## src/rtl/helo_pkg.sv

```systemverilog
// Shared types and constants for the HELO scrolling message display.
// Latency: n/a (declarations only).
// Backpressure: n/a.
package helo_pkg;

    typedef logic [2:0] char_t;

    localparam char_t CH_H     = 3'd0;
    localparam char_t CH_E     = 3'd1;
    localparam char_t CH_L     = 3'd2;
    localparam char_t CH_O     = 3'd3;
    localparam char_t CH_BLANK = 3'd4;   // any code with bit 2 set is blank

    typedef enum logic {IDLE, RUN} state_t;

    typedef logic [1:0] mode_t;

    localparam mode_t MODE_STATIC   = 2'b00;
    localparam mode_t MODE_SCROLL_L = 2'b01;
    localparam mode_t MODE_BLINK    = 2'b10;
    localparam mode_t MODE_SCROLL_R = 2'b11;

    // Segment patterns, bit order g..a, active-low.
    localparam logic [6:0] SEG_H     = 7'b0001001;
    localparam logic [6:0] SEG_E     = 7'b0000110;
    localparam logic [6:0] SEG_L     = 7'b1000111;
    localparam logic [6:0] SEG_O     = 7'b1000000;
    localparam logic [6:0] SEG_BLANK = 7'b1111111;

    // Power-up message: H,E,L,L,O followed by blanks.
    function automatic char_t reset_char(input int idx);
        char_t c;
        case (idx)
            0:       c = CH_H;
            1:       c = CH_E;
            2, 3:    c = CH_L;
            4:       c = CH_O;
            default: c = CH_BLANK;
        endcase
        return c;
    endfunction

endpackage

```

## src/rtl/helo_char_seg.sv

```systemverilog
// Char code to seven-segment decoder (g..a, active-low).
// Latency: combinational, zero cycles.
// Backpressure: none; output follows input.
// Ports: char_i - 3-bit char code; seg_o - 7-bit segment pattern.
module helo_char_seg
    import helo_pkg::*;
(
    input  char_t       char_i,
    output logic [6:0]  seg_o
);

    always_comb begin
        seg_o = SEG_BLANK;
        case (char_i)
            CH_H:    seg_o = SEG_H;
            CH_E:    seg_o = SEG_E;
            CH_L:    seg_o = SEG_L;
            CH_O:    seg_o = SEG_O;
            default: seg_o = SEG_BLANK;
        endcase
    end

endmodule

```

## src/rtl/helo_scroll_display.sv

```systemverilog
// Multi-digit animated message display: static, scroll left/right, blink.
// Latency: hex_o is registered, one cycle behind buffer/pointer/phase state.
// Backpressure: none; load strobes always accepted, enable_i freezes animation.
// Ports: clk_i, rst_i (async high), enable_i, mode_i, load_i, load_index_i,
//        load_char_i -> hex_o (7 bits per digit, digit d at [7*d +: 7]), wrap_o.
module helo_scroll_display
    import helo_pkg::*;
#(
    parameter int NUM_DIGITS = 4,
    parameter int MSG_LEN    = 8,
    parameter int TICK_DIV   = 50000000
) (
    input  logic                        clk_i,
    input  logic                        rst_i,
    input  logic                        enable_i,
    input  logic [1:0]                  mode_i,
    input  logic                        load_i,
    input  logic [$clog2(MSG_LEN)-1:0]  load_index_i,
    input  logic [2:0]                  load_char_i,
    output logic [7*NUM_DIGITS-1:0]     hex_o,
    output logic                        wrap_o
);

    localparam int IDX_W = $clog2(MSG_LEN);
    localparam int SUM_W = IDX_W + 1;
    localparam int CNT_W = $clog2(TICK_DIV);
    localparam logic [CNT_W-1:0] CNT_LAST = CNT_W'(TICK_DIV - 1);
    localparam logic [IDX_W-1:0] PTR_LAST = IDX_W'(MSG_LEN - 1);

    state_t                   state_q, state_d;
    logic [CNT_W-1:0]         cnt_q, cnt_d;
    logic [IDX_W-1:0]         ptr_q, ptr_d;
    logic                     phase_q, phase_d;   // 1 = visible
    logic                     wrap_q, wrap_d;
    char_t                    msg_q [MSG_LEN];
    logic [7*NUM_DIGITS-1:0]  hex_q, hex_d;
    logic                     tick;
    logic                     blank_all;
    logic                     load_ok;

    // Out-of-range addresses only exist when MSG_LEN is not a power of two.
    assign load_ok = (32'(load_index_i) < MSG_LEN);

    always_comb begin
        state_d = state_q;
        cnt_d   = '0;
        ptr_d   = ptr_q;
        phase_d = phase_q;
        wrap_d  = 1'b0;
        tick    = 1'b0;

        case (state_q)
            IDLE:    if (enable_i)  state_d = RUN;
            RUN:     if (!enable_i) state_d = IDLE;
            default: state_d = IDLE;
        endcase

        // Gating with enable_i means the cycle Enable drops can never tick.
        if (state_q == RUN && enable_i) begin
            tick  = (cnt_q == CNT_LAST);
            cnt_d = tick ? '0 : cnt_q + 1'b1;
        end

        if (tick) begin
            case (mode_i)
                MODE_SCROLL_L: begin
                    if (ptr_q == PTR_LAST) begin
                        ptr_d  = '0;
                        wrap_d = 1'b1;
                    end else begin
                        ptr_d = ptr_q + 1'b1;
                    end
                end
                MODE_SCROLL_R: begin
                    if (ptr_q == '0) begin
                        ptr_d  = PTR_LAST;
                        wrap_d = 1'b1;
                    end else begin
                        ptr_d = ptr_q - 1'b1;
                    end
                end
                MODE_BLINK: phase_d = ~phase_q;
                default:    ;
            endcase
        end

        if (mode_i != MODE_BLINK) phase_d = 1'b1;
    end

    // The stored phase only matters while blinking, so leaving BLINK
    // unblanks the display on the very next edge.
    assign blank_all = (mode_i == MODE_BLINK) && !phase_q;

    for (genvar d = 0; d < NUM_DIGITS; d++) begin : g_digit
        logic [SUM_W-1:0] sum;
        char_t            ch;

        // ptr < MSG_LEN and offset < NUM_DIGITS <= MSG_LEN, so one
        // conditional subtract is a complete modulo.
        always_comb begin
            sum = {1'b0, ptr_q} + SUM_W'(NUM_DIGITS - 1 - d);
            if (sum >= SUM_W'(MSG_LEN)) sum = sum - SUM_W'(MSG_LEN);
            ch = blank_all ? CH_BLANK : msg_q[sum[IDX_W-1:0]];
        end

        helo_char_seg u_seg (
            .char_i (ch),
            .seg_o  (hex_d[7*d +: 7])
        );
    end

    always_ff @(posedge clk_i or posedge rst_i) begin
        if (rst_i) begin
            state_q <= IDLE;
            cnt_q   <= '0;
            ptr_q   <= '0;
            phase_q <= 1'b1;
            wrap_q  <= 1'b0;
            hex_q   <= '1;
            for (int i = 0; i < MSG_LEN; i++) msg_q[i] <= reset_char(i);
        end else begin
            state_q <= state_d;
            cnt_q   <= cnt_d;
            ptr_q   <= ptr_d;
            phase_q <= phase_d;
            wrap_q  <= wrap_d;
            hex_q   <= hex_d;
            if (load_i && load_ok) msg_q[load_index_i] <= load_char_i;
        end
    end

    assign hex_o  = hex_q;
    assign wrap_o = wrap_q;

endmodule

```

## config.mk

```make
export PLATFORM = sky130hd
export DESIGN_NAME = helo_scroll_display
export DESIGN_NICKNAME = d
export VERILOG_FILES = /design/src/rtl/helo_pkg.sv /design/src/rtl/helo_char_seg.sv /design/src/rtl/helo_scroll_display.sv
export SDC_FILE = /design/constraint.sdc
export NUM_CORES = 1
export LEC_CHECK = 0
export ABC_AREA = 1
export CORE_MARGIN = 2
export CORE_UTILIZATION = 30
export CTS_CLUSTER_DIAMETER = 200
export DETAILED_ROUTE_END_ITERATION = 8
export PLACE_DENSITY = 0.57
export RECOVER_POWER = 100
export SYNTH_ARGS = -nofsm -noshare
export SYNTH_HDL_FRONTEND = slang
export SYNTH_SLANG_ARGS = --single-unit
```

## constraint.sdc

```tcl
create_clock -name clk_i -period 3.8 [get_ports clk_i]
set_input_delay 0.76 -clock clk_i [delete_from_list [all_inputs] [get_ports clk_i]]
set_output_delay 0.76 -clock clk_i [all_outputs]
set_load 0.02 [all_outputs]
```

==> results of run 1 <==
## kinds of logic (layout without fill, tap and decap cells)
group                      after synthesis  count (layout)  synth area share
and+or+nand+nor                        439             439             0.400
AOI/OAI and AO/OA                       45              45            0.0526
buffers and inverters                   94             134            0.0943
adders and majority gates                5               5            0.0136
xor gates and xnor gates                 9               9            0.0172
DFF                                     76              76             0.422
## cell type report
cell class / count / area [µm²] / share of cell area
well taps: 188 / 235 / 0.0435
clock buffers: 11 / 243 / 0.0449
flip-flops and latches: 76 / 1940 / 0.359
clock inverters: 5 / 83.8 / 0.0155
multi-input cells: 498 / 2180 / 0.404
inverters: 76 / 293 / 0.0542
repair buffers: 42 / 428 / 0.0792
## metal layers
metal / up-vias / track usage / wire (µm)
met2: 87 / 0.208 / 4710
met5: - / 0 / 0
met4: 0 / 0.0465 / 140
li1: 2130 / - / -
met3: 8 / 0.0284 / 479
met1: 1852 / 0.223 / 5950
## worst min-delay path, delay by kind of cell, from the launching register on
family / cells / cell delay, ns
AOI/OAI and AO/OA: 1 / 0.06
and+or+nand+nor: 1 / 0.05
DFF: 1 / 0.35
## worst max path at each step
| stage | endpoint | slack, ns |
|---|---|---|
| floorplan | cnt_q[0] | 1.15 |
| global placement | ptr_q[0] | 1.43 |
| detailed placement | ptr_q[0] | 1.46 |
| CTS | hex_o[1] | 1.55 |
| global route | hex_o[20] | 1.04 |
| finish | cnt_q[3] | 1.24 |
## registers in the layout (all words and copies together), names as in the netlist
name and count:
cnt_q 26, state_q 1, msg_q 24, ptr_q 3, wrap_o 1, hex_o 20
phase_q 1
## cells in the mapped netlist
cell	number	area [µm²]
nand2_1	256	961
nor2_1	87	327
inv_1	64	240
nand3_1	61	305
dfrtp_1	47	1180
o21ai_0	31	155
dfstp_2	29	762
nor2_2	15	93.8
buf_4	11	82.6
inv_2	9	33.8
a21oi_1	5	25.0
ha_1	5	62.6
nand2_2	5	31.3
o21ai_1	5	25.0
xnor2_1	5	43.8
buf_6	4	45.0
nand4_1	4	25.0
xor2_1	4	35.0
nor3_1	3	15.0
buf_2	2	10.0
nand3_2	2	20.0
nor2_4	2	22.5
a211oi_2	1	12.5
and2_1	1	6.26
and2_2	1	7.51
clkbuf_1	1	3.75
clkinv_1	1	3.75
clkinv_2	1	5.00
inv_6	1	8.76
nand3b_1	1	7.51
nor3_4	1	16.3
o211ai_1	1	7.51
o21ai_2	1	8.76
o21bai_1	1	7.51
## stage by stage
step | util | instance area (µm²) | cells
final | 0.358 | 5400 | 896
after floorplan | - | 4590 | 668
after CTS | 0.361 | 5440 | 896
after global placement | 0.339 | 5110 | 880
after detailed placement | 0.339 | 5110 | 880
after global routing | 0.358 | 5400 | 896
## power groups by stage
stage,sequential [mW],combinational [mW],clock [mW]
5_1_grt,1.04,0.561,1.00
3_5_place_dp,1.04,0.538,0
3_3_place_gp,1.04,0.535,0
6_report,1.02,0.500,0.941
4_1_cts,1.03,0.540,0.963
2_1_floorplan,1.09,0.282,0
==> qor.yml, run 1 <==
power:
  seq_power_share: 0.416
  clockPowerShare: 0.382
  finalPower_mw: 2.47
  leakage_nw: 2.52
  switchingPower_uw: 721
  power.density_nw_per_um2: 457
  intPower_mw: 1.75
  vdd_drop_max_uv: 215
  swShare: 0.292
  pwr-share-comb: 0.203
floorplanning:
  core_um2: 15100
  io_pins: 41
  initial_core_util: 0.304
  die_h_um: 128
  rows: 45
  die_w_um: 128
  dieArea_um2: 16300
clocking:
  post_cts_resized: 0
  insertion_delay_ns: 0.34
  cts_tree: "built"
  holdBufCountCts: 0
  htree_levels: 3
  cts_root_buffer: "clkbuf_16"
  clock_path_buffers: 2
  postCtsSetupBuffers: 0
  clock-sinks: 76
  clk_pin_slew_ns: 0.06
  cts_made_buffers: 9
logic_synthesis:
  yosysSeqAreaShare: 0.422
  ys_types: 34
  synth_nets: 685
  synth-warning-count: 0
  syn-cell-area_um2: 4590
  syn_inst: 668
  ys_ff_latch: 76
  syn_area_per_cell_um2: 6.87
setup_path:
  crit_type: "primary input to register"
  path_cells: "dlygate4sd3_1 > nand2_1 > nor2_1 > clkinvlp_2 > nor2_1"
  max_stage_delay_ns: 0.60
  reg2reg_slack_ns: 1.28
  crit_start: "enable_i"
  endpoint_kind: "register"
  critical_path.top_delay_family: "simple AND/OR/NAND/NOR gates"
  crit_fanout: 15
  r2r-end: "hex_o[2]"
  rr_startpoint: "ptr_q[1]"
  critPathBufInv: 2
  worst_ep_arrival_time_ns: 2.82
  cp_common_cell: "nor2_1"
  crit_path_start_kind: "primary input"
  crit_required_ns: 4.06
  cpMaxStageDelayCell: "nor2_1"
  reg2reg_depth: 7
  cp.depth: 5
grt:
  overflow: 0
  grt_pass1_vias: 3671
  grt_max_degree: 41
  grt_pass1_wl_um: 18900
  grt_usage: 0.147
  antenna_found_initial: 0
flow_run:
  drv_cap: 1
place:
  gp_congestion: 0.878
  dp_hpwl_um: 8590
  pre_cts_slack_ns: 1.46
  port_buffers: 40
final_layout:
  final_common_cell: "nand2_1"
  fillers: 1615
  area_growth_syn_to_layout_pct: 17.7
  final_nets: 720
  most-common-layout-cells: "256 x nand2_1, 92 x nor2_1, 66 x inv_1"
  diodes: 0
  drive_gt1_frac: 0.107
sta:
  worst_slack_ns: 1.24
  max_slew.worst_pin.slew_ns: 1.69
  fin_tns_setup_ns: 0
  skew_ns: 0.00809
  setup_violations: 0
  maxSlewHeadroom: -0.134
  grt_setup_unrepaired: "false"
  hold_violations: 0
  fmax_mhz: 390
  period_share: 0.674
  slew_violations: 37
  hold_ws_ns: 0.491
  min_period_ns: 2.56
hold_path:
  hold_end: "msg_q[21]"
  holdCritPathClass: "register to register"
  whs_path_depth: 2
  min_from: "msg_q[21]"
outcome:
  outcome: "complete, but fails checks"
  violations: "capacitance limit, slew limit"
drt:
  wire_per_inst_um: 12.6
  totalWireLength_um: 11300
  drcViolationCount: 0
  drt-initial-drc-count: 288
  ant_nets: 0
  num_vias: 4077
  drtPass1Iterations: 4
  post_drt_via_cell_ratio: 4.55
(Power assumes the default switching activity.)
==> inputs of run 2 (changes only) <==
--- a/config.mk
+++ b/config.mk
@@ -10,7 +10,7 @@
 export CORE_UTILIZATION = 30
 export CTS_CLUSTER_DIAMETER = 200
 export DETAILED_ROUTE_END_ITERATION = 8
-export PLACE_DENSITY = 0.57
+export PLACE_DENSITY = 0.59
 export RECOVER_POWER = 100
 export SYNTH_ARGS = -nofsm -noshare
 export SYNTH_HDL_FRONTEND = slang
==> constraint.sdc (replaced) <==
create_clock -name clk_i -period 2.13 [get_ports clk_i]
set_input_delay 0.426 -clock clk_i [delete_from_list [all_inputs] [get_ports clk_i]]
set_output_delay 0.426 -clock clk_i [all_outputs]
set_load 0.02 [all_outputs]
==> run 2 against run 1 <==
Net effect:
- the run now ends clean
- sequential share of layout area decreased by 0.25 points
- die area did not move
- final cell count grew 0.56%
- non-clock buffer count up 5
- register-to-register slack lost 0.98 ns
- hold slack lost 0.0025 ns
- sequential power rose by 79%
==> qor.yml, run 2 (synthesis results as in run 1) <==
outcome:
  outcome: "finished, final reports clean"
setup_path:
  cp.depth: 1  # -4
  crit_required_ns: 1.70  # -2.36 ns
  critPathBufInv: 1  # -1
  max_stage_delay_ns: 0.69  # +0.09 ns
  path_cells: "dlygate4sd3_1"
  crit_path_start_kind: "register"
  crit_fanout: 1  # -14
  worst_ep_arrival_time_ns: 1.53  # -1.29 ns
  cpMaxStageDelayCell: "dlygate4sd3_1"
  endpoint_kind: "output port"
  crit_type: "register to output port"
  reg2reg_depth: 10  # +3
  critical_path.top_delay_family: "buffers and inverters"
sta:
  fin_tns_setup_ns: 0  # unchanged
  worst_slack_ns: 0.175  # -1.06 ns
  setup_violations: 0  # unchanged
  max_slew.worst_pin.slew_ns: 1.01  # -0.677 ns
  hold_ws_ns: 0.488  # -0.00254 ns
  fmax_mhz: 512
  slew_violations: 0  # -100%
  period_share: 0.918
  min_period_ns: 1.95
  grt_setup_unrepaired: "false"
  hold_violations: 0  # unchanged
  skew_ns: 0.00657  # -0.00152 ns
  maxSlewHeadroom: 0.324  # +0.458
power:
  swShare: 0.284  # -0.00824
  vdd_drop_max_uv: 375  # +75%
  seq_power_share: 0.418  # +0.002
  pwr-share-comb: 0.204  # about the same
  leakage_nw: 2.54  # +1.1%
  intPower_mw: 3.13  # +79%
  clockPowerShare: 0.379  # -0.003
  switchingPower_mw: 1.24  # +72%
  finalPower_mw: 4.37  # +77%
  power.density_nw_per_um2: 804  # +76%
grt:
  antenna_found_initial: 0  # unchanged
  grt_usage: 0.141  # -0.00535
  overflow: 0  # unchanged
  grt_max_degree: 77  # +88%
  grt_pass1_wl_um: 18500  # -2.3%
  grt_pass1_vias: 3765  # +2.6%
floorplanning:
  rows: 45  # unchanged
  die_h_um: 128  # unchanged
  die_w_um: 128  # unchanged
  io_pins: 41  # unchanged
  core_um2: 15100  # unchanged
  dieArea_um2: 16300  # unchanged
  initial_core_util: 0.304  # unchanged
final_layout:
  most-common-layout-cells: "257 x nand2_1, 91 x nor2_1, 65 x inv_1"
  largest_reg_flops: 26  # unchanged
  area_growth_syn_to_layout_pct: 18.5
  fillers: 1604  # -0.68%
  instances_no_fill: 901  # +0.56%
  final_common_cell: "nand2_1"
  diodes: 0  # unchanged
  regMostFlops: "cnt_q"
  multi_input_area_um2: 2200  # +0.69%
  regArea_um2: 1940  # unchanged
  final_nets: 725  # +0.69%
  drive_gt1_frac: 0.112  # +0.00486
drt:
  wire_per_inst_um: 12.3  # -2.6%
  totalWireLength_um: 11000  # -2.1%
  drtPass1Iterations: 4  # unchanged
  drt-initial-drc-count: 261  # -9.4%
  ant_nets: 0  # unchanged
  post_drt_via_cell_ratio: 4.55  # about the same
  drcViolationCount: 0  # unchanged
  num_vias: 4103  # +0.64%
place:
  dp_hpwl_um: 8350  # -2.8%
  pre_cts_slack_ns: 0.300  # -1.16 ns
  placed_cells: 885  # +0.57%
  gp_congestion: 0.904  # +3.0%
  port_buffers: 40  # unchanged
clocking:
  clock-sinks: 76  # unchanged
  clk_pin_slew_ns: 0.06  # about the same
  cts_made_buffers: 9  # unchanged
  holdBufCountCts: 0  # unchanged
  post_cts_resized: 0  # unchanged
  htree_levels: 3  # unchanged
  clock_path_buffers: 2  # unchanged
  cts_root_buffer: "clkbuf_16"
  postCtsSetupBuffers: 0  # unchanged
  insertion_delay_ns: 0.33  # about the same
  cts_tree: "built"
flow_run:
  drv_cap: 0  # -1
hold_path:
  whs_path_depth: 2  # unchanged
  holdCritPathClass: "register to register"
run 2: final cells by class:
class                           instances  area share
Multi-Input combinational cell        498       0.404
Sequential cell                        76       0.356
Timing Repair Buffer                   47      0.0814
Tap cell                              188      0.0432
Inverter                               76      0.0540
Clock buffer                           13      0.0538
Clock inverter                          3     0.00736
run 2: power by group through the flow:
| stage | Combinational, mW | Sequential (mW) | Clock, mW |
|---|---|---|---|
| 6_report | 0.892 | 1.83 | 1.65 |
| 5_1_grt | 1.00 | 1.85 | 1.77 |
| 4_1_cts | 0.963 | 1.83 | 1.71 |
| 3_5_place_dp | 0.958 | 1.86 | 0 |
| 3_3_place_gp | 0.954 | 1.85 | 0 |
| 2_1_floorplan | 0.503 | 1.94 | 0 |
run 2: through the flow:
step                       util  area (µm²)
after floorplan               -        4600
after global placement    0.342        5150
after detailed placement  0.342        5150
after CTS                 0.364        5490
after global routing      0.361        5440
final                     0.361        5440
run 2: worst paths after layout:
check                              start  endpoint  slack [ns]
worst min register to register   phase_q   phase_q        0.49
worst max-delay path            hex_o[3]  hex_o[3]        0.18
max in group asynchronous          rst_i  msg_q[6]        0.54
worst min-delay path             phase_q   phase_q        0.49
min in group asynchronous          rst_i    wrap_o        0.94
worst max register to register  cnt_q[0]  ptr_q[0]        0.30
run 2: per-layer routing:
metal | GRT usage | vias up | wire (µm)
met3 | 0.0192 | 11 | 446
li1 | - | 2140 | -
met5 | 0 | - | 0
met2 | 0.209 | 83 | 4600
met4 | 0.0446 | 0 | 153
met1 | 0.213 | 1869 | 5850
==> patch 1: new RTL, config.mk and constraints of run 2 <==
`MSG_LEN`: 8 -> 16.
--- a/src/rtl/helo_scroll_display.sv
+++ b/src/rtl/helo_scroll_display.sv
@@ -7,7 +7,7 @@
     import helo_pkg::*;
 #(
     parameter int NUM_DIGITS = 4,
-    parameter int MSG_LEN    = 8,
+    parameter int MSG_LEN    = 16,
     parameter int TICK_DIV   = 50000000
 ) (
     input  logic                        clk_i,
Ports: changed (resized load_index_i); port bits go from 41 to 42. No check against the original RTL was run, so the function may have changed too.
==> patch 1 against run 2 <==
- synthesized area rose by 37%
- design area rose by 32%
- clock power down 2%
- combinational power grew 36%
- wire length increased by 55%
- sequential cell count up 25
- synthesized cell count up 34%
- total power rose by 23%
- setup slack got worse by 0.023 ns
- largest power group unchanged
==> patch 1: results <==
set metrics [dict create \
    status "finished clean" \
    fillCellCount 2178 \
    cp_top_family "buffers and inverters" \
    top_register "msg_q" \
    grt_first_pass_wirelength_mm 28.4 \
    slowest_delay_ns 0.67 \
    async_flop_share_pct 100 \
    grt_max_degree 54 \
    largest_reg_flops 48 \
    grt.total_usage_pct 16.3 \
    cts_buffer_depth 2 \
    leakage_uw 0.00323 \
    irDropWorstVdd_uv 268 \
    worst_pin_slew_ns 1.20 \
    avgSynthCellArea_um2 7.03 \
    vias 5860 \
    syn_nets 912 \
    cts_root_buf "clkbuf_16" \
    worstPathArrival_ns 1.55 \
    firstDrtPassIters 5 \
    slowest_stage "dlygate4sd3_1" \
    gp_congestion 0.871 \
    internal_power_uw 3630 \
    cts.reportedPaths.clkPinSlew_ns 0.07 \
    drive_above_1_share_pct 9.72 \
    numCtsBuffers 9 \
    synth.distinct_cells 36 \
    grt_pass1_vias 5389 \
    skew_ns 0.00755 \
    clk_latency_ns 0.36 \
    nets 951 \
    synth_warnings 0 \
    ys_seq_area_share_pct 41.0 \
    n_antenna_cell 0 \
    stdcell_count 1206 \
    ctsHtreeMaxLevel 3 \
    critPathMaxFanout 2 \
    ys_top_cells_by_area "dfrtp_1, nand2_1, dfstp_2, nand3_1, o21ai_0" \
    synth_common_cells "nand2_1, nand3_1, dfrtp_1, nor2_1, o21ai_0" \
    dp_hpwl_mm 13.0 \
    drtIter0Drc 565 \
    wire_per_inst_um 14.2 \
    hold_class "primary input to async pin" \
    portBuffers 41 \
    grt_antenna_before_repair 0 \
]
patch 1: cell types whose count changed after synthesis, moves of 6 or more:
cell and delta:
dfstp_2 +8, buf_2 +8, nor2_2 -10, a21oi_1 +6
dfrtp_1 +17, nand2_1 +71, nor2_1 -24, nor3_1 +18
nand3_1 +88, inv_2 -6, nand4_1 +6, o21ai_0 +30
patch 1: cell families (layout without fill, tap and decap cells):
kind of cell / count (synthesis) / count (layout) / share of synthesized area [%]
simple gates: 590 / 590 / 40.4
compound gates: 81 / 81 / 6.82
fa+ha+maj: 7 / 7 / 1.40
xor+xnor: 12 / 12 / 2.09
buf+inv: 101 / 145 / 8.28
flops: 101 / 101 / 41.0
patch 1: layout make-up:
class / instances / area, um^2 / area share [%]
timing repair buffer: 65 / 591 / 8.21
tap: 270 / 338 / 4.69
sequential: 101 / 2570 / 35.8
clock buffer: 10 / 239 / 3.32
clock inverter: 6 / 47.5 / 0.661
inverter: 64 / 244 / 3.39
multi-input combinational: 690 / 3160 / 44.0
patch 1: per-layer routing:
metal | global-route usage [%] | share of wire, % | up-vias
met3 | 2.39 | 5.8 | 32
met1 | 24.0 | 49 | 2663
li1 | - | - | 2978
met5 | 0 | 0 | -
met4 | 6.90 | 2.5 | 0
met2 | 23.9 | 42 | 187
patch 1: what timing repair did:
item,in CTS,in global routing
setup endpoints to repair,0,1
setup buffers,0,0
resized for setup,0,1
patch 1: power groups by stage:
stage / clock network, uW / registers (uW) / logic [uW]
after floorplan: 0 / 2630 / 747
after detailed placement: 0 / 2580 / 1280
final: 1610 / 2540 / 1210
after global placement: 0 / 2580 / 1260
after global routing: 1720 / 2590 / 1380
after CTS: 1650 / 2550 / 1290
patch 1: metrics by stage:
step	area (um^2)	setup WS, ns
6_report	7200	0.153
3_3_place_gp	6970	0.117
2_1_floorplan	6280	0.0502
3_5_place_dp	6970	0.0681
5_1_grt	7200	0.00971
4_1_cts	7250	0.196
patch 1: path summary, 6_finish.rpt:
kind                       startpoint   endpoint  slack [ns]  depth (start not counted)
max reg2reg                  ptr_q[1]   hex_o[9]        0.20                         10
max in group asynchronous       rst_i  msg_q[27]        0.31                          3
min in group clk_i          msg_q[26]  msg_q[26]        0.50                          2
min reg2reg                 msg_q[26]  msg_q[26]        0.50                          2
max                         hex_o[12]  hex_o[12]        0.15                          1
min                             rst_i  cnt_q[16]        0.42                          2
==> patch 2: new RTL, settings of run 2 <==
Without the edit above. Register the inputs `enable_i`, `mode_i`, `load_i`, `load_index_i` and `load_char_i` before use, cleared by the reset. The logic sees them one clock later. Comments in the files are not updated.
--- a/src/rtl/helo_scroll_display.sv
+++ b/src/rtl/helo_scroll_display.sv
@@ -27,6 +27,28 @@
     localparam logic [CNT_W-1:0] CNT_LAST = CNT_W'(TICK_DIV - 1);
     localparam logic [IDX_W-1:0] PTR_LAST = IDX_W'(MSG_LEN - 1);
 
+    logic enable_q;
+    logic [1:0] mode_q;
+    logic load_q;
+    logic [$clog2(MSG_LEN)-1:0] load_index_q;
+    logic [2:0] load_char_q;
+
+    always_ff @(posedge clk_i or posedge rst_i) begin
+        if (rst_i) begin
+            enable_q     <= '0;
+            mode_q       <= '0;
+            load_q       <= '0;
+            load_index_q <= '0;
+            load_char_q  <= '0;
+        end else begin
+            enable_q     <= enable_i;
+            mode_q       <= mode_i;
+            load_q       <= load_i;
+            load_index_q <= load_index_i;
+            load_char_q  <= load_char_i;
+        end
+    end
+
     state_t                   state_q, state_d;
     logic [CNT_W-1:0]         cnt_q, cnt_d;
     logic [IDX_W-1:0]         ptr_q, ptr_d;
@@ -39,7 +61,7 @@
     logic                     load_ok;
 
     // Out-of-range addresses only exist when MSG_LEN is not a power of two.
-    assign load_ok = (32'(load_index_i) < MSG_LEN);
+    assign load_ok = (32'(load_index_q) < MSG_LEN);
 
     always_comb begin
         state_d = state_q;
@@ -50,19 +72,19 @@
         tick    = 1'b0;
 
         case (state_q)
-            IDLE:    if (enable_i)  state_d = RUN;
-            RUN:     if (!enable_i) state_d = IDLE;
+            IDLE:    if (enable_q)  state_d = RUN;
+            RUN:     if (!enable_q) state_d = IDLE;
             default: state_d = IDLE;
         endcase
 
         // Gating with enable_i means the cycle Enable drops can never tick.
-        if (state_q == RUN && enable_i) begin
+        if (state_q == RUN && enable_q) begin
             tick  = (cnt_q == CNT_LAST);
             cnt_d = tick ? '0 : cnt_q + 1'b1;
         end
 
         if (tick) begin
-            case (mode_i)
+            case (mode_q)
                 MODE_SCROLL_L: begin
                     if (ptr_q == PTR_LAST) begin
                         ptr_d  = '0;
@@ -84,12 +106,12 @@
             endcase
         end
 
-        if (mode_i != MODE_BLINK) phase_d = 1'b1;
+        if (mode_q != MODE_BLINK) phase_d = 1'b1;
     end
 
     // The stored phase only matters while blinking, so leaving BLINK
     // unblanks the display on the very next edge.
-    assign blank_all = (mode_i == MODE_BLINK) && !phase_q;
+    assign blank_all = (mode_q == MODE_BLINK) && !phase_q;
 
     for (genvar d = 0; d < NUM_DIGITS; d++) begin : g_digit
         logic [SUM_W-1:0] sum;
@@ -125,7 +147,7 @@
             phase_q <= phase_d;
             wrap_q  <= wrap_d;
             hex_q   <= hex_d;
-            if (load_i && load_ok) msg_q[load_index_i] <= load_char_i;
+            if (load_q && load_ok) msg_q[load_index_q] <= load_char_q;
         end
     end
 
Function: changed (a bounded check fails within 4 cycles, from zero or initial values and one cycle with rst_i high).
==> patch 2 against run 2 <==
- sequential share of layout area up 4.5 points
- synthesized area is 0.44% lower
- wire length is 7.6% lower
- sequential power up 9.8%
- total power grew 3.7%
- clock skew rose by 0.0016 ns
- maximum frequency decreased by 0.34%
- highest routed layer unchanged
- setup slack worse by 0.0067 ns
- non-clock buffer count is the same
- largest cell class is now flip-flops and latches
- design area grew 0.23%
- sequential cell count rose by 10
- critical path depth unchanged
==> patch 2: results <==
set metrics [dict create \
    slowest_stage "dlygate4sd3_1" \
    gp_congestion 0.881 \
    ys_seq_area_share_pct 47.9 \
    relSlewSlack_pct 24.0 \
    synthXorXnorAreaFrac_pct 2.87 \
    skew_ns 0.00818 \
    numCtsBuffers 9 \
    hold_class "flip-flop to flip-flop" \
    irDropWorstVdd_uv 361 \
    pre_cts_ws_ns 0.418 \
    leakage_uw 0.00246 \
    async_flop_share_pct 100 \
    cts_root_buf "clkbuf_16" \
    nets 682 \
    post-cts-setup-buffer-count 0 \
    cts_buffer_depth 2 \
    synth_compound_area_share_pct 5.72 \
    critPathMaxFanout 2 \
    clk_latency_ns 0.34 \
    muxShareOfSynthArea_pct 0 \
    drtIter0Drc 355 \
    fillCellCount 1568 \
    portBuffers 40 \
    firstDrtPassIters 5 \
    worstPathArrival_ns 1.54 \
    grt_antenna_before_repair 0 \
    largest_reg_flops 26 \
    ys_top_cells_by_area "dfrtp_1, nand2_1, dfstp_2, nor2_1, nand3_1" \
    grt_max_degree 87 \
    vias 3912 \
    synth_warnings 0 \
    n_antenna_cell 0 \
    cts.reportedPaths.clkPinSlew_ns 0.06 \
    grt.total_usage_pct 13.5 \
    synth_top_family_by_area "simple AND/OR/NAND/NOR gates" \
    cp_top_family "buffers and inverters" \
    dp_hpwl_mm 7.57 \
    ys.flop_type "dfrtp_1" \
    synthAdderAreaFrac_pct 1.37 \
    wirelength_mm 10.2 \
    status "finished clean" \
    syn_nets 641 \
    synth_common_cells "nand2_1, nor2_1, dfrtp_1, inv_1, nand3_1" \
    grt_pass1_vias 3545 \
    ctsResizeCount 0 \
    synth.distinct_cells 29 \
    grt_first_pass_wirelength_mm 17.5 \
    slowest_delay_ns 0.67 \
    drive_above_1_share_pct 9.10 \
]
[patch 2: cell types whose count changed after synthesis, sizes merged, moves of 6 or more]
cell          run 2  this run
xor2              4        12
dfrtp            47        57
nand2           261       250
nor2            104        89
inv              74        57
nand3            63        42
o21ai            37        43
[patch 2: area by class of cell]
cell class / count / area [um^2] / area share (%)
well taps: 188 / 235 / 4.31
multi-input cells: 464 / 2040 / 37.4
flip-flops and latches: 86 / 2190 / 40.1
clock inverters: 5 / 80.1 / 1.47
clock buffers: 11 / 243 / 4.45
inverters: 57 / 218 / 3.99
repair buffers: 47 / 447 / 8.19
[patch 2: final timing paths]
| check | to | cells past startpoint | slack, ns | start |
|---|---|---|---|---|
| worst min register to register | state_q | 0 | 0.38 | enable_q |
| min in group asynchronous | enable_q | 3 | 0.95 | rst_i |
| max in group asynchronous | msg_q[4] | 3 | 0.43 | rst_i |
| worst max-delay path | hex_o[11] | 1 | 0.17 | hex_o[12] |
| worst min-delay path | state_q | 0 | 0.38 | enable_q |
| worst max register to register | cnt_q[14] | 7 | 0.25 | cnt_q[0] |
[patch 2: where the power goes]
part           internal (uW)  switching (uW)
clock                   1060             627
sequential              1910             107
combinational            319             517
total                   3280            1250
[patch 2: metrics by stage]
stage               power, uW  area, um^2  cells  util [%]
finish                   4530        5450    858      36.3
global route             4810        5450    858      36.3
CTS                      4670        5500    858      36.6
detailed placement       2950        5170    842      34.4
global placement         2940        5170    842      34.4
floorplan                2600        4580    624         -
[patch 2: kinds of logic after synthesis]
kind of cell / Yosys count
AND/OR/NAND/NOR: 395
flip-flops: 86
adder cells (fa/ha/maj): 5
XOR/XNOR: 15
buffers and inverters: 74
AO/OA/AOI/OAI: 49
[patch 2: metal layers]
layer | global-route usage [%] | part of all wire, %
met1 | 20.1 | 52
met4 | 5.11 | 2.1
met5 | 0 | 0
met3 | 2.68 | 3.7
met2 | 19.3 | 42
